## config.mk

```make
export PLATFORM = sky130hd
export DESIGN_NAME = sudoku_onehot_stream
export DESIGN_NICKNAME = d
export VERILOG_FILES = /design/src/rtl/sudoku_onehot_stream.sv
export SDC_FILE = /design/constraint.sdc
export NUM_CORES = 1
export LEC_CHECK = 0
export ABC_AREA = 0
export ABC_CLOCK_PERIOD_IN_PS = 1220
export BUFFER_PORTS_ARGS = -buffer_cell sky130_fd_sc_hd__buf_4
export CAP_MARGIN = 20
export CORE_AREA = 8 8 169 171
export CTS_BUF_LIST = sky130_fd_sc_hd__clkbuf_2
export CTS_CLUSTER_DIAMETER = 150
export CTS_CLUSTER_SIZE = 8
export DETAILED_ROUTE_END_ITERATION = 6
export DIE_AREA = 0 0 177 179
export GPL_TIMING_DRIVEN = 0
export SYNTH_ARGS = -nofsm -noshare
export SYNTH_HDL_FRONTEND = slang
export SYNTH_SLANG_ARGS = --single-unit
```

## constraint.sdc

```tcl
create_clock -name clk -period 1.22 [get_ports clk]
set_input_delay 0 -clock clk [delete_from_list [all_inputs] [get_ports clk]]
set_output_delay 0 -clock clk [all_outputs]
set_load 0.02 [all_outputs]
```

## src/rtl/sudoku_onehot_stream.sv

```systemverilog
// Sudoku row decoder: packed cell codes to one-hot digits, through a 2-entry output FIFO.
// Optional duplicate-digit flag enabled by defining SUDOKU_DUP_CHECK_EN.
module sudoku_onehot_stream #(
   parameter int unsigned N  = 9,
   parameter int unsigned CW = 4
) (
   input  logic                      clk,
   input  logic                      rst_n,
   input  logic                      in_valid,
   output logic                      in_ready,
   input  logic [N*CW-1:0]           in_code,
   output logic                      out_valid,
   input  logic                      out_ready,
   output logic [N*N-1:0]            out_onehot,
   output logic [N-1:0]              out_err,
   output logic [$clog2(N)-1:0]      out_row,
   output logic                      out_last,
   output logic                      out_frame_err,
   output logic                      out_dup
);

   localparam int unsigned RW = $clog2(N);

   typedef struct packed {
      logic [N*N-1:0] onehot;
      logic [N-1:0]   err;
      logic [RW-1:0]  row;
      logic           last;
      logic           ferr;
      logic           dup;
   } entry_t;

   entry_t        head_q, head_d, tail_q, tail_d, dec;
   logic          head_vld_q, head_vld_d, tail_vld_q, tail_vld_d;
   logic [RW-1:0] row_q, row_d;
   logic          acc_q, acc_d;
   logic [N*N-1:0] dec_oh;
   logic [N-1:0]   dec_err;
   logic           dup_in;
   logic           push, pop, last_in;

   always_comb begin
      logic [CW-1:0] code;
      dec_oh  = '0;
      dec_err = '0;
      for (int unsigned c = 0; c < N; c++) begin
         code = in_code[c*CW +: CW];
         if (code > CW'(N)) dec_err[c] = 1'b1;
         for (int unsigned k = 1; k <= N; k++) begin
            if (code == CW'(k)) dec_oh[c*N + k - 1] = 1'b1;
         end
      end
   end

`ifdef SUDOKU_DUP_CHECK_EN
   // A digit already seen in an earlier cell of the row flags a duplicate.
   always_comb begin
      logic [N-1:0] seen;
      seen   = '0;
      dup_in = 1'b0;
      for (int unsigned c = 0; c < N; c++) begin
         dup_in = dup_in | (|(seen & dec_oh[c*N +: N]));
         seen   = seen | dec_oh[c*N +: N];
      end
   end
`else
   assign dup_in = 1'b0;
`endif

   assign last_in = (row_q == RW'(N - 1));
   assign push    = in_valid && !tail_vld_q;
   assign pop     = head_vld_q && out_ready;

   always_comb begin
      dec.onehot = dec_oh;
      dec.err    = dec_err;
      dec.row    = row_q;
      dec.last   = last_in;
      dec.ferr   = last_in && (acc_q || (|dec_err));
      dec.dup    = dup_in;

      head_d     = head_q;
      tail_d     = tail_q;
      head_vld_d = head_vld_q;
      tail_vld_d = tail_vld_q;
      row_d      = row_q;
      acc_d      = acc_q;

      if (push) begin
         row_d = last_in ? '0 : row_q + RW'(1);
         acc_d = last_in ? 1'b0 : (acc_q || (|dec_err));
      end

      // Push is impossible while the tail is occupied, so a full FIFO only drains.
      if (tail_vld_q) begin
         if (pop) begin
            head_d     = tail_q;
            tail_vld_d = 1'b0;
         end
      end else if (head_vld_q) begin
         if (pop && push) begin
            head_d = dec;
         end else if (pop) begin
            head_vld_d = 1'b0;
         end else if (push) begin
            tail_d     = dec;
            tail_vld_d = 1'b1;
         end
      end else if (push) begin
         head_d     = dec;
         head_vld_d = 1'b1;
      end
   end

   always_ff @(posedge clk or negedge rst_n) begin
      if (!rst_n) begin
         head_q     <= '0;
         tail_q     <= '0;
         head_vld_q <= 1'b0;
         tail_vld_q <= 1'b0;
         row_q      <= '0;
         acc_q      <= 1'b0;
      end else begin
         head_q     <= head_d;
         tail_q     <= tail_d;
         head_vld_q <= head_vld_d;
         tail_vld_q <= tail_vld_d;
         row_q      <= row_d;
         acc_q      <= acc_d;
      end
   end

   assign in_ready      = !tail_vld_q;
   assign out_valid     = head_vld_q;
   assign out_onehot    = head_q.onehot;
   assign out_err       = head_q.err;
   assign out_row       = head_q.row;
   assign out_last      = head_q.last;
   assign out_frame_err = head_q.ferr;
   assign out_dup       = head_q.dup;

endmodule

```

; After elaboration in Yosys (flattened, before gate mapping)
; Index checks and enable logic that the tools add are counted.
[word_totals]
in_bits = 40
elab_cells = 227
reg_bits = 200
out_inout_bits = 99
[op_classes]
n_lt_le_gt_ge = 9
mux = 105
add_sub_neg = 1
n_eq_ne = 84
bitwise = 3
n_reduce_logical = 10
[ops]
columns = cell, count
row1 = two-way mux 97 bit, 5
row2 = equality test 4 x 3 -> 1 bit (second input constant), 36
row3 = two-way mux 1 bit, 99
row4 = equality test 4 bit (second input constant), 19
row5 = equality test 4 x 2 -> 1 bit (second input constant), 18
row6 = equality test 4 x 1 -> 1 bit (second input constant), 9
row7 = > comparator 4 bit (second input constant), 9
row8 = OR reduction 9 bit, 1
row9 = AND reduction 5 bit, 1
row10 = adder 4 x 1 -> 4 bit (second input constant), 1
row11 = logical AND 1 bit, 4
row12 = two-way mux 4 bit, 1
row13 = != test 3 x 1 -> 1 bit (second input constant), 1
row14 = NOT 1 bit, 3
row15 = AND reduction 3 bit, 1
row16 = nonzero test 3 bit, 1
row17 = != test 2 x 1 -> 1 bit (second input constant), 1
row18 = logical NOT 1 bit, 1
row19 = logical OR 1 bit, 1

; Longest topological paths before layout
[logic_depth]
ltp_word = 8
depth_mapped = 6
ltp_nobuf = 6

; Worst setup path after synthesis
; Ideal clock, no wire load.
[synth_path]
path_kind = reg2reg
startpoint = reg head_vld_q (netlist: out_valid)
endpoint = reg head_q, in the netlist out_onehot[39]
path_stages_with_launch = 5
arrival_time_ps = 1320
path_slack_ps = -225
n_path_buf = 1
period_less_slack_ps = 1445
path_cell_list = dfrtp_1 -> nor2b_4 -> a21oi_2 -> buf_2 -> mux2_2
[synth_via]
elab_chain_len = 4
elab_cells_between_ends = 8
[synth_rtl]
columns = element, line
row1 = start: declaration, 34  ; logic head_vld_q, head_vld_d, tail_vld_q, tail_vld_d;
row2 = start signal: assignment, 126  ; head_vld_q <= head_vld_d;
row3 = logical AND 1 bit, 72  ; assign pop = head_vld_q && out_ready;
row4 = logical AND 1 bit, 101  ; if (pop && push) begin
row5 = != test 3 x 1 -> 1 bit (no source line), n/a
row6 = AND reduction 3 bit (no source line), n/a
row7 = end signal: assignment, 117  ; head_q <= '0;
row8 = end signal: assignment, 124  ; head_q <= head_d;
row9 = end: declaration, 33  ; entry_t head_q, head_d, tail_q, tail_d, dec;
; Several ways; a longest one is shown, not always the timed one.
; A chain may end at the register's enable or synchronous reset.

; Worst setup path after layout
[layout_path]
startpoint = reg tail_vld_q
endpoint = reg head_q, in the netlist out_onehot[39]
[layout_via]
elab_chain_len = 5
elab_cells_between_ends = 8
[layout_rtl]
columns = element, line
row1 = start: declaration, 34
row2 = start signal: assignment, 127  ; tail_vld_q <= tail_vld_d;
row3 = logical NOT 1 bit, 71  ; assign push = in_valid && !tail_vld_q;
row4 = logical AND 1 bit, 71
row5 = logical AND 1 bit, 101
row6 = != test 3 x 1 -> 1 bit (no source line), n/a
row7 = AND reduction 3 bit (no source line), n/a
; Several ways; a longest one is shown, not always the timed one.

==> run metrics <==
I/O Buffers=137; Setup crit end kind=register; final critical-path required period=~1.7 ns; Synth Warn #=0; Power Dens Cells=between 2000 and 3000 nW/um^2; first-pass GRT wire length=44,800 um; post-synth top area share=0.560; vias=around 8,500; Hold Vio Cnt, Final=90; hold buffers post-CTS=64; routed len/inst=between 15 and 20 um; Root Driver=clkbuf_2; Hold WS=-0.197 ns; DRT Pass-1 Iters=7; Die Ht=between 150 and 200 um; Max Fanout on Critical Path=8; setup TNS=-66.30 ns; cell repeated most along the worst path=buf_6; layout cells sized above 1=0.445; Worst EP arrival=roughly 2.3 ns; final slew viol count=0; Clock Pin Slew Worst Setup and Hold Paths=roughly 0.27 ns; slowest cell on the critical path=dfrtp_1; CP startpoint kind=register; Mapped Cells=roughly 950; RSZ-0062 raised after global routing=yes; Crit Path Class=reg2reg; Post-synth EDFFs=0; Slew HR=0.519; Mean Syn Cell Area=a little over 9 um^2; #FFs+latches synth=around 200; HPWL after DPL=~19,000 um; GR Util All Layers=0.180; initial antenna violation count=1; core box area=~26,000 um^2; Final Net Count=roughly 1,300; Area after DPL=approximately 10,000 um^2; largest net degree at the start of global routing=110; Hold WC Path Type=in2async; CP Cell Sequence=nand2b_4, a21oi_4, buf_6, buf_6, clkbuf_16, mux2_4; syn nets=roughly 990; PnR worst setup slack=-0.432 ns; clk sink count=199; Clock Skew=around 0.028 ns; Post-Syn Area=roughly 8900 um^2; max-cap violations=0; total power=around 0.038 W; sequential share of the synthesized area=0.560; Highest Clock Rate=about 600 MHz; DRC violations left=2; TritonCTS clock tree=built; detailed router's first-iteration violation count=between 600 and 700; Post-synth top flop=dfrtp_1; Clock Path Buffers=2; Least-Margin Pin Slew=between 0.7 and 0.8 ns; Final Cell Area=roughly 15,000 um^2; critical path required time=1.91 ns; Post-synth ARST share=1.00; top-count cell post-synth=nand2_1; Post-synth top cells=249 x nand2_1, 199 x dfrtp_1, 110 x o21ai_0; synthesis-to-layout area growth=66.2%; aggregate routed wire length=31,400 um; failing checks=DRC, hold timing, setup timing; I/O pin total=139; leading area contributor after synthesis=dfrtp_1; largest cells by area after synthesis=dfrtp_1 56%, nand2_1 11%, o21ai_0 6.2%; Starting Density=0.345; Via density=about 5.1; period utilization=1.35; post-route ant nets=0; Max stage delay on crit path=about 0.49 ns; Leak Pwr=6.32 nW; worst vdd ir=0.00138 V; status=finished with violations; Max H-tree Level=4; Unique masters post-synth=34; total CTS buffers=17; global route overflow=0; gp weighted congestion=between 0.8 and 0.9; final setup vio count=around 300; Die Span X=roughly 180 um; FP Rows=between 50 and 60; die area=around 32,000 um^2; worst skew pair latency=0.77 ns; number of global-route vias before repair=8,117
[report_power, final]
group / internal (W) / total [W] / switching [W] / leakage, nW
Clock: 0.000945 / 0.00326 / 0.00231 / 0.139
Combinational: 0.0125 / 0.0236 / 0.0111 / 3.62
Sequential: 0.00912 / 0.0112 / 0.00204 / 2.55
[through the flow]
stage / hold WS [ns] / cells / utilization / setup slack (ns)
finish: -0.197 / 1650 / 0.574 / -0.432
global route: -0.214 / 1650 / 0.574 / -0.466
CTS: -0.209 / 1610 / 0.511 / -0.388
detailed placement: 0.0775 / 1424 / 0.407 / -0.768
global placement: 0.218 / 1423 / 0.406 / -1.55
floorplan: -0.296 / 951 / - / -0.135
[cells by family after synthesis]
group,after synthesis,synth area share
AND/OR/NAND/NOR,394,0.188
AO/OA/AOI/OAI,274,0.188
flip-flops,199,0.560
buffers and inverters,66,0.0421
multiplexers,15,0.0184
adder cells (fa/ha/maj),2,0.00281
other,1,0.000422
[final timing paths]
path,start,end,slack [ns],depth (start not counted)
setup / recovery,tail_vld_q$_DFF_PN0_,out_onehot[39]$_DFFE_PN0P_,-0.43,6
hold / removal,rst_n,out_onehot[47]$_DFFE_PN0P_,-0.20,2
setup reg to reg,tail_vld_q$_DFF_PN0_,out_onehot[39]$_DFFE_PN0P_,-0.43,6
hold reg to reg,tail_q[87]$_DFFE_PN0P_,tail_q[87]$_DFFE_PN0P_,0.53,2
max in group asynchronous,rst_n,out_valid$_DFFE_PN0N_,0.37,3
min in group clk,in_code[12],tail_q[50]$_DFFE_PN0P_,0.07,5
[metal layers]
| metal | wire, um | global-route usage | vias to the layer above |
|---|---|---|---|
| met3 | 1700 | 0.0459 | 34 |
| met5 | 0 | 0 | - |
| met4 | 582 | 0.0399 | 0 |
| met1 | 13700 | 0.234 | 4249 |
| met2 | 15400 | 0.299 | 217 |
| li1 | - | - | 3969 |
[critical path: cells and delay by family, from the launching register on]
family,cells,cell delay [ns]
flops,1,0.49
buf+inv,3,0.45
mux,1,0.31
simple gates,1,0.18
compound gates,1,0.17
[what timing repair did]
item | in CTS | in global routing
hold endpoints to repair | 391 | 90
resized for setup | 245 | 306
endpoints found under the setup margin | 295 | 297
pin swaps | 4 | 19
buffers inserted | 81 | 32
cloned | 11 | 22
[sequential cells by signal, indices dropped and copies added (netlist names), 4 cells and up]
signal and cells:
out_err 9, out_onehot 81, out_row 4, row_q 4
tail_q 96
[layout by cell type, fill, tap and decap left out, types with 4 or more instances in the layout]
cell type,count
nor2_2,13
o21a_1,54
mux2_4,9
buf_12,25
nand2_1,152
dfrtp_1,197
o21ai_2,54
nand2_2,52
buf_4,127
buf_6,119
nand2_4,46
clkbuf_16,22
buf_16,4
o21ai_0,13
buf_8,21
nor2b_1,36
nor2_1,29
a31oi_1,16
a21oi_2,15
clkbuf_2,21
dlygate4sd3_1,64
nor2_4,19
nand3_1,37
o21ai_1,51
clkinv_4,4
o211ai_1,54
a21oi_1,11
[layout make-up]
cell class                      count  area, um^2
Fill cell                        2189       11000
Sequential cell                   199        4980
Multi-Input combinational cell    687        4590
Timing Repair Buffer              339        3790
Buffer                             53         727
Tap cell                          335         419
Clock inverter                     12         129
Clock buffer                       19        95.1
Inverter                            5        45.0
Antenna cell                        1        2.50
(Power assumes the default switching activity.)
